`config.mk`:
```
export PLATFORM = sky130hd
export DESIGN_NAME = apb_req_fifo
export DESIGN_NICKNAME = d
export VERILOG_FILES = /design/src/rtl/apb_ic_pkg.sv /design/src/rtl/apb_req_fifo_mem.sv /design/src/rtl/apb_req_fifo.sv
export SDC_FILE = /design/constraint.sdc
export NUM_CORES = 1
export LEC_CHECK = 0
export CAP_MARGIN = 20
export CORE_UTILIZATION = 55
export DETAILED_ROUTE_END_ITERATION = 12
export PLACE_DENSITY_LB_ADDON = 0.15
export RECOVER_POWER = 50
export SYNTH_ARGS = -nofsm -noshare
export SYNTH_HDL_FRONTEND = slang
export SYNTH_HIERARCHICAL = 1
export SYNTH_SLANG_ARGS = --single-unit
```
`constraint.sdc`:
```
create_clock -name fifo_clk -period 10.3 [get_ports fifo_clk]
set_input_delay 2.06 -clock fifo_clk [delete_from_list [all_inputs] [get_ports fifo_clk]]
set_output_delay 2.06 -clock fifo_clk [all_outputs]
set_load 0.02 [all_outputs]
```
`src/rtl/apb_ic_pkg.sv`:
```
// apb_ic_pkg
// Shared definitions for the APB slave interconnect, request FIFO and
// round-robin arbiter. The arbiter imports apb_req_t from here, so the
// request layout stays identical on both sides of the FIFO.
package apb_ic_pkg;

  localparam int APB_AW = 32;
  localparam int APB_DW = 32;

  // One buffered APB request.
  typedef struct packed {
    logic              write;
    logic [APB_AW-1:0] addr;
    logic [APB_DW-1:0] wdata;
  } apb_req_t;

  // Pointer width for a power-of-two FIFO: index bits plus one wrap bit.
  function automatic int ptr_width(input int depth);
    return $clog2(depth) + 1;
  endfunction

endpackage

```
`src/rtl/apb_req_fifo_mem.sv`:
```
// apb_req_fifo_mem
// Simple dual-port storage for the request FIFO: synchronous write,
// asynchronous read. Contents are deliberately not reset.
// Ports:
//   clk   - write clock
//   we    - write enable
//   waddr - write index
//   wdata - entry to store
//   raddr - read index
//   rdata - entry at raddr (combinational)
module apb_req_fifo_mem
  import apb_ic_pkg::*;
#(
  parameter int  DEPTH   = 8,
  parameter type entry_t = apb_req_t
) (
  input  logic                     clk,
  input  logic                     we,
  input  logic [$clog2(DEPTH)-1:0] waddr,
  input  entry_t                   wdata,
  input  logic [$clog2(DEPTH)-1:0] raddr,
  output entry_t                   rdata
);

  entry_t mem [DEPTH];

  always_ff @(posedge clk) begin
    if (we) begin
      mem[waddr] <= wdata;
    end
  end

  assign rdata = mem[raddr];

endmodule

```
`src/rtl/apb_req_fifo.sv`:
```
// apb_req_fifo
// Request FIFO between the APB slave interconnect and the round-robin
// arbiter. Buffers {write, addr, wdata}, acknowledges every accepted push
// with a one-cycle registered pulse and presents the oldest entry in
// show-ahead form.
//
// Handshake: the push side is push_in qualified by !full_o, except that a
// push at full is still accepted when pop_in frees a slot in the same cycle;
// acceptance is reported one cycle later on fifo_data_in_ack. The pop side is
// valid/ready: pop_valid_o is valid, pop_in is ready, and an entry leaves on
// a rising edge where both are high. pop_in while empty is an underflow.
//
// Ports:
//   fifo_clk, fifo_reset       - clock, async active-high reset
//   push_in, fifo_write,
//   push_addr_in, push_wdata_in- push request and its payload
//   fifo_data_in_ack           - one-cycle pulse per accepted push
//   full_o, empty_o, count_o   - occupancy status (registered state only)
//   pop_in, pop_valid_o,
//   pop_write_o, pop_addr_o,
//   pop_wdata_o                - head entry and consume strobe
//   ovf_o, udf_o, err_clr_in   - sticky overflow/underflow and their clear
module apb_req_fifo
  import apb_ic_pkg::*;
#(
  parameter int DEPTH = 8,
  parameter int AW    = APB_AW,
  parameter int DW    = APB_DW
) (
  input  logic                   fifo_clk,
  input  logic                   fifo_reset,
  input  logic                   push_in,
  input  logic                   fifo_write,
  input  logic [AW-1:0]          push_addr_in,
  input  logic [DW-1:0]          push_wdata_in,
  output logic                   fifo_data_in_ack,
  output logic                   full_o,
  output logic                   empty_o,
  output logic [$clog2(DEPTH):0] count_o,
  input  logic                   pop_in,
  output logic                   pop_valid_o,
  output logic                   pop_write_o,
  output logic [AW-1:0]          pop_addr_o,
  output logic [DW-1:0]          pop_wdata_o,
  output logic                   ovf_o,
  output logic                   udf_o,
  input  logic                   err_clr_in
);

  localparam int PW = ptr_width(DEPTH);
  localparam int IW = PW - 1;
  localparam logic [PW-1:0] ONE = {{(PW-1){1'b0}}, 1'b1};

  // Same layout as apb_req_t, sized by this instance's AW/DW.
  typedef struct packed {
    logic          write;
    logic [AW-1:0] addr;
    logic [DW-1:0] wdata;
  } req_t;

  logic [PW-1:0] wr_ptr;
  logic [PW-1:0] rd_ptr;
  logic [PW-1:0] count;
  logic          ack;
  logic          ovf;
  logic          udf;
  logic          push_acc;
  logic          pop_acc;
  req_t          wr_entry;
  req_t          head;

  // Full: same slot index, opposite lap. Empty: identical pointers.
  assign full_o  = (wr_ptr[PW-1] != rd_ptr[PW-1]) &&
                   (wr_ptr[IW-1:0] == rd_ptr[IW-1:0]);
  assign empty_o = (wr_ptr == rd_ptr);

  // A pop at full frees the slot being written, so the push may proceed.
  assign push_acc = push_in && (!full_o || pop_in);
  assign pop_acc  = pop_in && !empty_o;

  assign wr_entry.write = fifo_write;
  assign wr_entry.addr  = push_addr_in;
  assign wr_entry.wdata = push_wdata_in;

  apb_req_fifo_mem #(
    .DEPTH   (DEPTH),
    .entry_t (req_t)
  ) u_mem (
    .clk   (fifo_clk),
    .we    (push_acc),
    .waddr (wr_ptr[IW-1:0]),
    .wdata (wr_entry),
    .raddr (rd_ptr[IW-1:0]),
    .rdata (head)
  );

  always_ff @(posedge fifo_clk or posedge fifo_reset) begin
    if (fifo_reset) begin
      wr_ptr <= '0;
      rd_ptr <= '0;
      count  <= '0;
      ack    <= 1'b0;
      ovf    <= 1'b0;
      udf    <= 1'b0;
    end else begin
      ack <= push_acc;
      if (push_acc) begin
        wr_ptr <= wr_ptr + ONE;
      end
      if (pop_acc) begin
        rd_ptr <= rd_ptr + ONE;
      end
      if (push_acc && !pop_acc) begin
        count <= count + ONE;
      end else if (pop_acc && !push_acc) begin
        count <= count - ONE;
      end
      // Setting wins over a same-cycle clear.
      if (push_in && !push_acc) begin
        ovf <= 1'b1;
      end else if (err_clr_in) begin
        ovf <= 1'b0;
      end
      if (pop_in && empty_o) begin
        udf <= 1'b1;
      end else if (err_clr_in) begin
        udf <= 1'b0;
      end
    end
  end

  assign fifo_data_in_ack = ack;
  assign count_o          = count;
  assign ovf_o            = ovf;
  assign udf_o            = udf;
  assign pop_valid_o      = !empty_o;
  assign pop_write_o      = head.write;
  assign pop_addr_o       = head.addr;
  assign pop_wdata_o      = head.wdata;

endmodule

```
* Yosys cells after proc, flatten, opt, wreduce, memory -nomap -nowiden
Memories as Yosys holds them, arrays and structs flattened.
Cells that the tools add are included.
** Word-level totals
- Register bits after elaboration :: 15
- Output and inout bits :: 75
- Word-level logic and storage cells :: 36
- Memories :: 1
- Memory bits (writable) :: 520
** Memories
- u_mem.mem :: depth 8, width 65, rd ports 1, clocked after Yosys merged registers in 0, wr ports 1, line apb_req_fifo_mem.sv:25 : entry_t mem [DEPTH];
** Operators by class
- Reductions and logical operators :: 15
- Multiplexer cells :: 7
- Equality and inequality tests :: 3
- $add $sub $neg :: 4
** Operators by type and width (count)
- 4-bit by 1-bit adder with 4-bit output, second input constant :: 3
- 4-bit 2-to-1 mux :: 2
- 1-bit logical AND :: 7
- 2-bit nonzero test :: 3
- 1-bit 2-to-1 mux :: 5
- 4-bit == test :: 1
- 1-bit zero test :: 4
- 4-bit by 1-bit subtractor with 4-bit output, second input constant :: 1
- 3-bit == test :: 1
- 1-bit logical OR :: 1
- 1-bit != test :: 1

* Longest topological paths before layout
Gate-level depths: netlist of run 1.
- Word-level depth :: 9
- Mapped depth :: 11
- Depth with buffers taken out :: 11

* Modules after synthesis
The synthesis of run 1 kept the hierarchy.
** By module, submodules not included
- apb_req_fifo_mem :: sequential area each 15615.0 µm², cells each 764, area an instance 19556.3 µm², instances 1
- apb_req_fifo :: sequential area each 375.4 µm², cells each 73, area an instance 823.3 µm², instances 1

* Worst setup path before layout of run 1
Ideal clock, no wire load.
- Kind :: input-to-reg
- Start :: input port pop_in
- End :: memory u_mem/mem[0][0] (netlist name), enable pin
- Cell stages on the path :: 5
- Path slack :: 2.631 ns
- Data arrival time :: 7.101 ns
- Setup time :: 0.568 ns
- Path through :: clkbuf_1 o31ai_4 inv_1 nand2b_1 nor3_1
** On the way
- Word-level cells in the longest chain between the ends :: 4
** Ends and longest elaborated chain
- from (decl) :: line apb_req_fifo.sv:40 : input logic pop_in,
- 1-bit logical OR :: line apb_req_fifo.sv:78 : assign push_acc = push_in && (!full_o || pop_in);
- 1-bit logical AND :: line apb_req_fifo.sv:78
- via push_acc :: line apb_req_fifo.sv:67 : logic push_acc;
- 1-bit 2-to-1 mux :: line apb_req_fifo_mem.sv:28 : if (we) begin
- 1-bit 2-to-1 mux (implied by the code) :: line apb_req_fifo_mem.sv:29 : mem[waddr] <= wdata;
- to (decl) :: line apb_req_fifo_mem.sv:25
The timed path passes the listed nets, and every way through them passes these cells.

* Worst setup path after layout of run 1
- Start :: register rd_ptr[2]
- End :: output port pop_addr_o[19]
** On the way
- Word-level cells in the longest chain between the ends :: 1
** Ends and longest elaborated chain
- from (decl) :: line apb_req_fifo.sv:62 : logic [PW-1:0] rd_ptr;
- from (signal assigned) :: line apb_req_fifo.sv:111 : rd_ptr <= rd_ptr + ONE;
- memory read 8 x 65 bit
- to (decl) :: line apb_req_fifo.sv:43 : output logic [AW-1:0] pop_addr_o,
No other way between the ends.

==> results.md, run 1 <==
- Cell area after synthesis: approximately 0.020 sq mm
- Synth top cells by count: sky130_fd_sc_hd__edfxtp_1 (520), sky130_fd_sc_hd__mux4_2 (130), sky130_fd_sc_hd__mux2_2 (68)
- Max Fanout on Critical Path: 56
- Cell taking the most area after synthesis: sky130_fd_sc_hd__edfxtp_1
- Final Total Pwr: a little over 7000 uW
- Post-synthesis sequential element count: between 500 and 600
- Largest net degree at the start of global routing: 129
- Kind of start point of the critical path: register
- Buffer type at the clock tree root: sky130_fd_sc_hd__clkbuf_16
- Actual transition at the worst max-transition pin: ~1800 ps
- Max_cap viols: 1
- Clock Sinks: roughly 540
- Via Count: roughly 9000
- Clock network latency to the later pin of the worst-skew pair: between 500 and 600 ps
- Non-filler cells in the finished layout: between 1500 and 2000
- Post-CTS Hold Buffers: 0
- Endpoint required time on the critical path: a little over 8000 ps
- Predominant post-synthesis flop cell: sky130_fd_sc_hd__edfxtp_1
- Worst hold path depth: 1
- Fin crit share: about three fifths
- Die footprint: roughly 0.038 sq mm
- Wirelength per Cell: 24.95 um
- CTS H-tree lvls: 2
- Number of cells traversed by the worst register-to-register path: 9
- Buffer count from post-CTS setup fixing: 0
- Number of placement rows: 70
- Estimated wirelength of the detail-placed design: a little under 20 mm
- Post-synth EDFFs: 520
- Clock-pin slew of the registers on the worst-case setup and hold paths: about 60 ps
- Syn. warnings: 6
- Port Buffer Count: about 140
- Proportion of layout cells with a drive suffix above 1: between 20% and 30%
- Antenna viol nets, final: 0
- Vias per cell: a little under 6
- Placer Congestion: 0.7503
- Highest achievable clock rate: around 160 MHz
- Wire length of the first global-routing pass: 57.66 mm
- Core Region: around 0.037 sq mm
- Slew Viols, Final: 25
- Total detailed-routing wirelength: ~38 mm
- Hold Fails Final Rpt: 0
- Post-synthesis to final-layout area growth: 17.86%
- Pwr dens: 297.8 mW/mm^2
- Largest voltage drop on the vdd net: approximately 0.24 mV
- Synth Area per Inst: between 20 and 25 sq um
- RSZ-0062 raised after global routing: false
- Violated checks: max-capacitance violations, max-slew violations
- Post-route setup TNS: 0 ps
- Placed Cells: between 1000 and 1500
- Total track usage: a little over a fifth
- Unique masters post-synth: 33
- Most used standard cell by instance count after synthesis: sky130_fd_sc_hd__edfxtp_1
- # nets final: 1093
- CP Class: reg2out
- 1st-pass router iterations: 5
- # IOs: about 150
- Final setup violation count: 0
- Path category of the worst min-delay check: reg2reg
- Total nets after synthesis: around 910
- Count of unresolved DRC violations after routing: 0
- Worst relative slew slack: -22.64%
- Leftover overflow at the end of global routing: 0
- Initial core utilization: between 50% and 60%
- Endpoint kind of the worst setup timing path: primary output
- Number of instances in the synthesized netlist: 837
- CTS max path bufs: 3
- Sequential-to-total area share from yosys stat: 78.46%
- CTS tree: done
- Starting DRC count in detailed routing: ~540
- Crit path arrival time: 4150 ps
- Leakage component of the power: ~0.0077 uW
- Minimum clock period: between 6000 and 7000 ps
- Number of antenna violations at the first check in global routing: 5
- Fraction of synthesized cell area taken by the top area cell type: 76.62%
- Ys async rst share: 2.804%
- Number of resized instances in the post-cts repair step: 0
- Clock buffers created by TritonCTS: 54
- Final setup skew: around 26 ps
- Chip Height: a little under 200 um
- Number of global-route vias before repair: 9408
- Run status: finished with violations
- Synth top area cells: sky130_fd_sc_hd__edfxtp_1 (77%), sky130_fd_sc_hd__mux4_2 (14%), sky130_fd_sc_hd__mux2_2 (3.8%), sky130_fd_sc_hd__dfrtp_1 (1.8%), sky130_fd_sc_hd__buf_6 (0.61%)
- Die width: 194.5 um
## worst max-delay path, cell delays in order, from the launching register on
cell                              delay (ps)
sky130_fd_sc_hd__dfrtp_4                1010
sky130_fd_sc_hd__buf_4                   550
sky130_fd_sc_hd__buf_4                   650
sky130_fd_sc_hd__mux4_2                  410
sky130_fd_sc_hd__mux2_2                  280
sky130_fd_sc_hd__clkdlybuf4s50_1         600
## where the power goes
group / total [uW] / internal, uW / switching [uW] / leakage, uW
clock network: 1820 / 1060 / 761 / 0.000802
logic: 2390 / 1210 / 1180 / 0.00196
registers: 2940 / 2760 / 180 / 0.00490
total: 7150 / 5030 / 2120 / 0.00766
## per-layer routing
layer / GRT usage [%] / part of all wire [%] / vias to the layer above
met5: 0 / 0.060 / -
met4: 5.967 / 1.9 / 4
met3: 4.269 / 5.2 / 61
met2: 34.17 / 50 / 196
met1: 28.78 / 43 / 4801
li1: - / - / 3939
## metrics by stage
stage / area [sq um] / util (%) / worst slack, ps / hold WS, ps
final: 24020 / 65.77 / 4087 / 498.1
after global routing: 24010 / 65.74 / 3928 / 521.1
after CTS: 24030 / 65.80 / 4019 / 508.3
after detailed placement: 22380 / 61.28 / 4664 / 495.6
after global placement: 22380 / 61.28 / 4694 / 491.4
after floorplan: 20380 / - / 2631 / 514.8
## layout make-up
type	count	area, sq um
Inverter	6	22.52
Clock inverter	24	185.2
Timing Repair Buffer	162	1585
Antenna cell	4	10.01
Fill cell	2353	12500
Tap cell	468	585.6
Clock buffer	73	1464
Sequential cell	535	16000
Multi-Input combinational cell	258	4165
## state kept, by name (all words and copies together) (netlist names)
signal	flops
ovf_o	1
fifo_data_in_ack	1
wr_ptr	4
rd_ptr	4
count_o	4
udf_o	1
u_mem/mem	520
## cell families (layout without fill, tap and decap cells)
family                   count (synthesis)  count (layout)  synth area share (%)
AO/OA/AOI/OAI                           13              13                0.5649
XOR/XNOR                                10              10                0.4666
adder cells (fa/ha/maj)                  6               6                0.4052
buffers and inverters                   44             265                 1.240
flip-flops                             535             535                 78.46
multiplexers                           198             198                 18.12
other                                    0               4                     0
AND/OR/NAND/NOR                         31              31                0.7368
## final timing paths
check,start,slack (ps),endpoint
max,rd_ptr[2],4090,pop_addr_o[19]
min,ovf_o,500,ovf_o
max reg2reg,rd_ptr[0],5010,u_mem/mem[2][49]
min reg2reg,ovf_o,500,ovf_o
max in group asynchronous,fifo_reset,7840,rd_ptr[1]
min in group asynchronous,fifo_reset,1980,wr_ptr[1]
## placed cells by master, fill, tap and decap left out, types with 5 or more instances in the layout
cell / synthesis / final
sky130_fd_sc_hd__dlygate4sd3_1: 0 / 71
sky130_fd_sc_hd__inv_1: 6 / 6
sky130_fd_sc_hd__mux2_2: 68 / 68
sky130_fd_sc_hd__clkdlybuf4s50_1: 0 / 73
sky130_fd_sc_hd__clkinv_1: 0 / 13
sky130_fd_sc_hd__clkbuf_1: 13 / 17
sky130_fd_sc_hd__xnor2_1: 9 / 9
sky130_fd_sc_hd__ha_1: 5 / 5
sky130_fd_sc_hd__buf_4: 0 / 16
sky130_fd_sc_hd__nor2_4: 0 / 5
sky130_fd_sc_hd__nor2_1: 10 / 5
sky130_fd_sc_hd__clkbuf_16: 0 / 55
sky130_fd_sc_hd__nand2_1: 7 / 7
sky130_fd_sc_hd__mux4_2: 130 / 130
sky130_fd_sc_hd__dfrtp_1: 15 / 12
sky130_fd_sc_hd__edfxtp_1: 520 / 520
sky130_fd_sc_hd__clkinv_2: 0 / 6
Note: power is estimated with default switching activity, not from simulation.
==> run 2, diff against run 1 <==
clock period = 5.95 ns   (was 10.3 ns; I/O delays follow)
==> run 2 against run 1 <==
Compared with the run above:
- the flow still finishes with violations (max-capacitance violations, max-slew violations)
- setup slack got worse by 2600 ps
- routed wire length barely moved
- non-clock buffer count rose by 4
- sequential cell count did not move
- final area rose by 0.61%
- clock-buffer cell count fell by 8
- global-route usage rose by 0.22 points
- sequential power rose by 74%
- core utilization rose by 0.40 points
- clock skew fell by 9.3 ps
- first-iteration DRC count rose by 8.5%
- critical path depth fell by 1
- largest power group unchanged
==> results.md, run 2 (synthesis gave the netlist of run 1 again) <==
- Run status: finished with violations
- Violated checks: max-capacitance violations, max-slew violations
- Antenna viol nets, final: 0 (unchanged)
- Port Buffer Count: 144 (unchanged)
- Cell family contributing the most delay on the critical path: buffers and inverters
- R2r startpoint: rd_ptr[1]
- Actual transition at the worst max-transition pin: 2153 ps (+313.2 ps)
- Largest net degree at the start of global routing: 70 (-46%)
- Highest achievable clock rate: ~230 MHz
- Critical path cell sequence: buf_12 > mux4_2 > mux2_2 > clkdlybuf4s50_1
- Kind of start point of the critical path: register
- # IOs: 145 (unchanged)
- Clock Sinks: 535 (unchanged)
- # nets final: 1097 (+0.37%)
- Leftover overflow at the end of global routing: 0 (unchanged)
- Slew Viols, Final: 58 (+130%)
- Estimated wirelength of the detail-placed design: 20.27 mm (+3.6%)
- Wire length of the first global-routing pass: 58.86 mm (+2.1%)
- Post-CTS Hold Buffers: 0 (unchanged)
- Endpoint kind of the worst setup timing path: primary output
- Sequential standard cell area: 0.01600 sq mm (unchanged)
- Count of unresolved DRC violations after routing: 0 (unchanged)
- Total buffers and inverters traversed by the critical path: 2 (-1)
- Pwr dens: 516.9 mW/mm^2 (+74%)
- CTS max path bufs: 3 (unchanged)
- Leading cell type in the layout, fill and taps excluded: sky130_fd_sc_hd__edfxtp_1
- Worst hold slack: 510.7 ps (+12.63 ps)
- Core Region: 0.03652 sq mm (unchanged)
- Die width: 194.5 um (unchanged)
- Crit path arrival time: 3250 ps (-900 ps)
- Vias per cell: 5.941 (+0.99%)
- Share of the core filled with cells: 66.17% (+0.40 points)
- Largest voltage drop on the vdd net: 0.3032 mV (+26%)
- Slowest cell on the critical path: sky130_fd_sc_hd__dfrtp_4
- Total detailed-routing wirelength: 38.14 mm (about the same)
- Path category of the worst min-delay check: reg2reg
- Launch point of the worst hold path: ovf_o
- Max_cap viols: 2 (+1)
- Final setup skew: 16.81 ps (-9.345 ps)
- Most frequent cells in the layout: sky130_fd_sc_hd__edfxtp_1 (520), sky130_fd_sc_hd__mux4_2 (130), sky130_fd_sc_hd__dlygate4sd3_1 (73)
- Buffer count from post-CTS setup fixing: 0 (unchanged)
- Fin crit share: between 70% and 80%
- Launching element of the worst setup path: rd_ptr[0]
- CTS H-tree lvls: 2 (unchanged)
- Minimum clock period: around 4400 ps
- Number of global-route vias before repair: 9583 (+1.9%)
- Number of resized instances in the post-cts repair step: 0 (unchanged)
- Proportion of layout cells with a drive suffix above 1: 28.49% (+0.70 points)
- Number of placement rows: 70 (unchanged)
- Starting DRC count in detailed routing: 588 (+8.5%)
- CTS tree: done
- Placer Congestion: 0.7355 (-2.0%)
- Endpoint required time on the critical path: 4760 ps (-3480 ps)
- Clock buffers created by TritonCTS: 54 (unchanged)
- Chip Height: 194.5 um (unchanged)
- Wirelength per Cell: 24.93 um (about the same)
- Clock network latency to the later pin of the worst-skew pair: 580 ps (about the same)
- CP Class: reg2out
- RSZ-0062 raised after global routing: false
- Most flops, register: u_mem/mem
- Total track usage: 21.08% (+0.22 points)
- Final-layout fill cell count: 2352 (-0.042%)
- Leakage component of the power: 0.007725 uW (+0.86%)
- 1st-pass router iterations: 5 (unchanged)
- Number of antenna violations at the first check in global routing: 6 (+1)
- Total area of multi-input combinational cells: 0.004185 sq mm (+0.48%)
- Post-route setup TNS: 0 ps (unchanged)
- Hold Fails Final Rpt: 0 (unchanged)
- Post-synthesis to final-layout area growth: 18.58%
- Via Count: 9090 (+0.99%)
- Buffer type at the clock tree root: sky130_fd_sc_hd__clkbuf_16
- Stage delay of the slowest cell on the critical path: 780 ps (-230 ps)
- Final Total Pwr: 12490 uW (+75%)
- Worst relative slew slack: -43.52% (-21 points)
- Max Fanout on Critical Path: 49 (-13%)
- Die footprint: 0.03783 sq mm (unchanged)
- Final setup violation count: 0 (unchanged)
- Initial core utilization: 55.80% (unchanged)
- Clock-pin slew of the registers on the worst-case setup and hold paths: 60 ps (about the same)
- Number of flip-flops in the largest register: 520 (unchanged)
## run 2: worst paths after layout
kind | depth (start not counted) | endpoint | slack, ps
worst max-delay path | 4 | pop_wdata_o[9] | 1510
worst min-delay path | 1 | ovf_o | 510
worst min register to register | 1 | ovf_o | 510
min in group asynchronous | 2 | rd_ptr[2] | 1110
worst max register to register | 7 | u_mem/mem[1][37] | 1670
max in group asynchronous | 2 | rd_ptr[1] | 4390
## run 2: area by class of cell
type | count | share of cell area, %
antenna | 2 | 0.02071
multi-input combinational | 258 | 17.32
clock inverter | 30 | 0.9785
sequential | 535 | 66.21
timing repair buffer | 166 | 6.927
inverter | 6 | 0.09319
tap | 468 | 2.423
clock buffer | 65 | 6.026
## run 2: per-stage QoR
step | worst slack [ps] | area, sq um | cells
floorplan | 895.2 | 20390 | 837
global placement | 1919 | 22500 | 1433
detailed placement | 1825 | 22500 | 1433
CTS | 1403 | 24190 | 1528
global route | 1301 | 24160 | 1529
finish | 1510 | 24170 | 1530
## run 2: layer usage
layer / share of wire [%] / vias to the layer above / GRT usage (%)
met5: 0.10 / - / 0
met4: 1.5 / 6 / 5.879
met3: 5.9 / 47 / 4.407
met2: 48 / 235 / 32.51
met1: 45 / 4860 / 31.00
li1: - / 3942 / -
## run 2: report_power, final
part / total, uW / switching (uW) / internal [uW] / leakage, uW
logic: 4160 / 2040 / 2120 / 0.00200
clock network: 3220 / 1320 / 1900 / 0.000827
registers: 5120 / 346 / 4770 / 0.00490
